File: src/rtl/serial_sub.sv
// Bit-serial N-bit subtractor: {borrow_out, diff} = a - b - bin.
// One full-subtractor cell per clock, LSB first, with a start/busy/done handshake.
module serial_sub #(
    parameter int N = 4
) (
    input  logic         clk,
    input  logic         rst_n,
    input  logic         start,
    input  logic [N-1:0] a,
    input  logic [N-1:0] b,
    input  logic         bin,
    output logic [N-1:0] diff,
    output logic         borrow_out,
    output logic         busy,
    output logic         done
);

    localparam int CW = $clog2(N) + 1;
    localparam logic [CW-1:0] LAST = CW'(N - 1);

    typedef enum logic [1:0] {
        IDLE,
        SHIFT,
        DONE
    } state_t;

    state_t state, state_next;

    logic [N-1:0]  sa, sb, acc, acc_next;
    logic          br;
    logic [CW-1:0] cnt;
    logic          d, bo, last;

    // Full-subtractor cell on the current LSBs; the difference bit enters acc from the top.
    always_comb begin
        d           = sa[0] ^ sb[0] ^ br;
        bo          = (~sa[0] & sb[0]) | (~(sa[0] ^ sb[0]) & br);
        acc_next    = acc >> 1;
        acc_next[N-1] = d;
        last        = (cnt == LAST);
    end

    always_ff @(posedge clk or negedge rst_n) begin
        if (!rst_n) begin
            state <= IDLE;
        end else begin
            state <= state_next;
        end
    end

    always_comb begin
        state_next = state;
        busy       = 1'b0;
        done       = 1'b0;
        case (state)
            IDLE: begin
                if (start) begin
                    state_next = SHIFT;
                end
            end
            SHIFT: begin
                busy = 1'b1;
                if (last) begin
                    state_next = DONE;
                end
            end
            DONE: begin
                busy       = 1'b1;
                done       = 1'b1;
                state_next = IDLE;
            end
            default: state_next = IDLE;
        endcase
    end

    // Results are only written on the final SHIFT edge, so they survive a new start.
    always_ff @(posedge clk or negedge rst_n) begin
        if (!rst_n) begin
            sa         <= '0;
            sb         <= '0;
            br         <= 1'b0;
            acc        <= '0;
            cnt        <= '0;
            diff       <= '0;
            borrow_out <= 1'b0;
        end else begin
            case (state)
                IDLE: begin
                    if (start) begin
                        sa  <= a;
                        sb  <= b;
                        br  <= bin;
                        cnt <= '0;
                    end
                end
                SHIFT: begin
                    sa  <= sa >> 1;
                    sb  <= sb >> 1;
                    br  <= bo;
                    acc <= acc_next;
                    cnt <= cnt + CW'(1);
                    if (last) begin
                        diff       <= acc_next;
                        borrow_out <= bo;
                    end
                end
                default: ;
            endcase
        end
    end

endmodule

File: config.mk
export PLATFORM = sky130hd
export DESIGN_NAME = serial_sub
export DESIGN_NICKNAME = d
export VERILOG_FILES = /design/src/rtl/serial_sub.sv
export SDC_FILE = /design/constraint.sdc
export NUM_CORES = 1
export LEC_CHECK = 0
export ABC_AREA = 1
export BUFFER_PORTS_ARGS = -buffer_cell sky130_fd_sc_hd__buf_2
export CORE_MARGIN = 4
export CORE_UTILIZATION = 36
export CTS_CLUSTER_DIAMETER = 200
export DETAILED_ROUTE_END_ITERATION = 8
export GPL_TIMING_DRIVEN = 0
export MAX_ROUTING_LAYER = met4
export PLACE_DENSITY = 0.54
export SETUP_SLACK_MARGIN = 0.2
export SYNTH_ARGS = -nofsm -noshare
export SYNTH_HDL_FRONTEND = slang
export SYNTH_SLANG_ARGS = --single-unit
export TNS_END_PERCENT = 10
File: constraint.sdc
create_clock -name clk -period 1.7 [get_ports clk]
set_input_delay 0.255 -clock clk [delete_from_list [all_inputs] [get_ports clk]]
set_output_delay 0.255 -clock clk [all_outputs]
set_load 0.1 [all_outputs]
==> impl_metrics.csv <==
group,metric,value,unit
outcome,outcome,"complete, no violations",
routing,drc_errors,0,
floorplan,die_x,64.0,µm
floorplan,die_y,64.0,µm
place,placed_cells,197,
final_layout,diodes,0,
pwr,internal_power,1.38,mW
place,place.gp.congestion,0.721,
final_layout,fin_util,45.6,%
clocking,cts-root-buf,"clkbuf_4",
critical_path,end_kind,"primary output",
sta,final-max-slew-violation-count,0,
global_route,grt_max_degree,23,
clocking,htreeDepth,1,
global_route,grt_pass1_vias,865,
critical_path,required,1.44,ns
global_route,grt_use_total,12.3,%
final_layout,nets,179,
routing,drt-total-wl,2.20,mm
routing,drtAntennaViolNets,0,
run,drv_cap,0,
routing,dr.first_iter.drc_count,34,
yosys,avgSynthCellArea,8.36,µm²
pwr,swShare,49.7,%
final_layout,syn2layout_area_growth,22.3,%
pwr,comb_power_share,58.5,%
pwr,power_frac_seq,31.0,%
critical_path,reg2reg_depth,8,
place,port_buffers,18,
global_route,grt_overflow,0,
critical_path,rrSetupSlack,0.32,ns
floorplan,ios,19,
sta,hold_violations,0,
yosys,ys_types,16,
pwr,power,2.73,mW
routing,drt-wirelength-per-cell,10.8,µm
yosys,synth_top_area_share,48.8,%
routing,vias,928,
pwr,clkPwrFrac,10.5,%
final_layout,fillers,311,
critical_path,r2r-start,"state[0]",
routing,vias_per_cell,4.55,
min_path,hold_end,"sb[3]",
min_path,min_from,"b[3]",
final_layout,final_cells,204,
pwr,p_sw,1.36,mW
place,dp_hpwl,1.60,mm
critical_path,reg2reg_to,"sb[2]",
floorplan,core_area,3030,µm²
critical_path,crit_fanout,3,
clocking,clk_pin_slew_worst_paths,0.12,ns
critical_path,arrival,1.22,ns
pwr,ir_worst_vdd,0.000613,V
sta,fmax,680,MHz
global_route,antenna_found_initial,0,
final_layout,stdcell_area,1380,µm²
sta,rsz0062_at_grt,"yes",
yosys,syn_area,1130,µm²
floorplan,dieArea,4090,µm²
clocking,cts_sinks,22,
clocking,cts_tree,"yes",
global_route,grt_first_pass_wirelength,3.92,mm
sta,fin_crit_sh,86.5,%
pwr,power_density,1980,nW/µm²
yosys,yosysTopAreaCell,"dfrtp_1",
clocking,numCtsBuffers,3,
sta,relSlewSlack,66.8,%
min_path,hold_class,"in2reg",
final_layout,final_common_cell,"nand2_1",
floorplan,num_rows,20,
sta,finalSetupViolations,0,
final_layout,layout_common_cells,"nand2_1 (58), dfrtp_1 (22), buf_2 (17), nand3_1 (14), inv_1 (10)",
pwr,leakage,0.760,nW
yosys,seq_area_frac_synth,48.8,%
yosys,yosys_register_bits,22,
yosys,synth_area_leaders,"dfrtp_1 (49%), nand2_1 (19%), nand3_1 (6.2%)",
min_path,hold-path-cell-count,3,
sta,worst_pin_slew,0.499,ns
yosys,synth_nets,153,
clocking,clockBufferDepth,2,
yosys,netlist_instances,135,
critical_path,startpoint_type,"flop",
critical_path,path_class,"reg2out",
floorplan,start_util,37.3,%
routing,drtPass1Iterations,4,
clocking,clkLatencyLatePin,0.30,ns
final_layout,drive_gt1_share,25.0,%
yosys,yosysWarnings,0,
place,placed_cell_area,1270,µm²
sta,skew,0.00789,ns
sta,post-route-min-period,1.47,ns
sta,tns,0,ns
[metrics by stage]
step	setup WS (ns)	hold WS, ns
finish	0.229	0.205
global route	0.174	0.185
CTS	0.104	0.198
detailed placement	0.326	0.258
global placement	0.352	0.261
floorplan	0.206	-0.0406
[critical path, cell delays in order, from the launching register on]
cell and delay (ns):
dfrtp_1 0.43, buf_4 0.15, ha_2 0.18, buf_12 0.16
[how the worst max path moves through the flow]
stage,from,to,slack (ns),depth (start not counted)
after floorplan,state[0],busy,0.21,2
after global placement,state[1],busy,0.35,3
after detailed placement,state[0],busy,0.33,3
after CTS,state[0],busy,0.10,3
after global routing,state[1],busy,0.17,3
final,state[1],done,0.23,3
[flip-flops by register name, indices dropped and copies added, names as in the netlist]
signal	cells
sb	4
diff	4
borrow_out	1
sa	4
br	1
cnt	3
acc	3
state	2
[cell families after synthesis]
group                    synth area share, %
AND/OR/NAND/NOR                         31.7
flip-flops                              48.8
buffers and inverters                   9.09
AO/OA/AOI/OAI                           3.10
adder cells (fa/ha/maj)                 7.32
[final cells by class]
cell class,count,area (µm²),share of cell area (%)
clock buffer,4,36.3,2.63
sequential,22,551,39.9
multi-input combinational,95,490,35.5
inverter,13,48.8,3.54
tap,44,55.1,3.99
buffer,5,53.8,3.90
timing repair buffer,21,145,10.5
[what timing repair did]
action                                  CTS  global route
resized for setup                         2            10
endpoints found under the setup margin    2             2
endpoints found under the hold margin    22             0
pin swaps                                 0             1
hold buffers                              1             0
buffers inserted                          0             2
[power groups by stage]
stage               combinational [mW]  sequential (mW)  clock (mW)
floorplan                        0.891             1.19           0
global placement                  1.48            0.854           0
detailed placement                1.49            0.864           0
CTS                               1.51            0.852       0.301
global route                      1.77            0.886       0.328
finish                            1.60            0.848       0.286
[synth_stat cells]
cell type / instances
nand2_1: 58
dfrtp_1: 22
nand3_1: 14
inv_1: 12
o21ai_0: 7
ha_1: 5
buf_6: 3
nand2_2: 3
nand3_2: 2
nand4_1: 2
nor2_1: 2
buf_2: 1
buf_8: 1
fa_1: 1
inv_2: 1
nand2_4: 1
[metal layers]
layer	track usage, %	part of all wire [%]	wire length [µm]
met1	15.4	45	985
met2	20.0	49	1080
met3	2.28	5.1	113
met4	4.04	0.86	19
met5	-	0	0
Note: power is estimated with default switching activity, not from simulation.
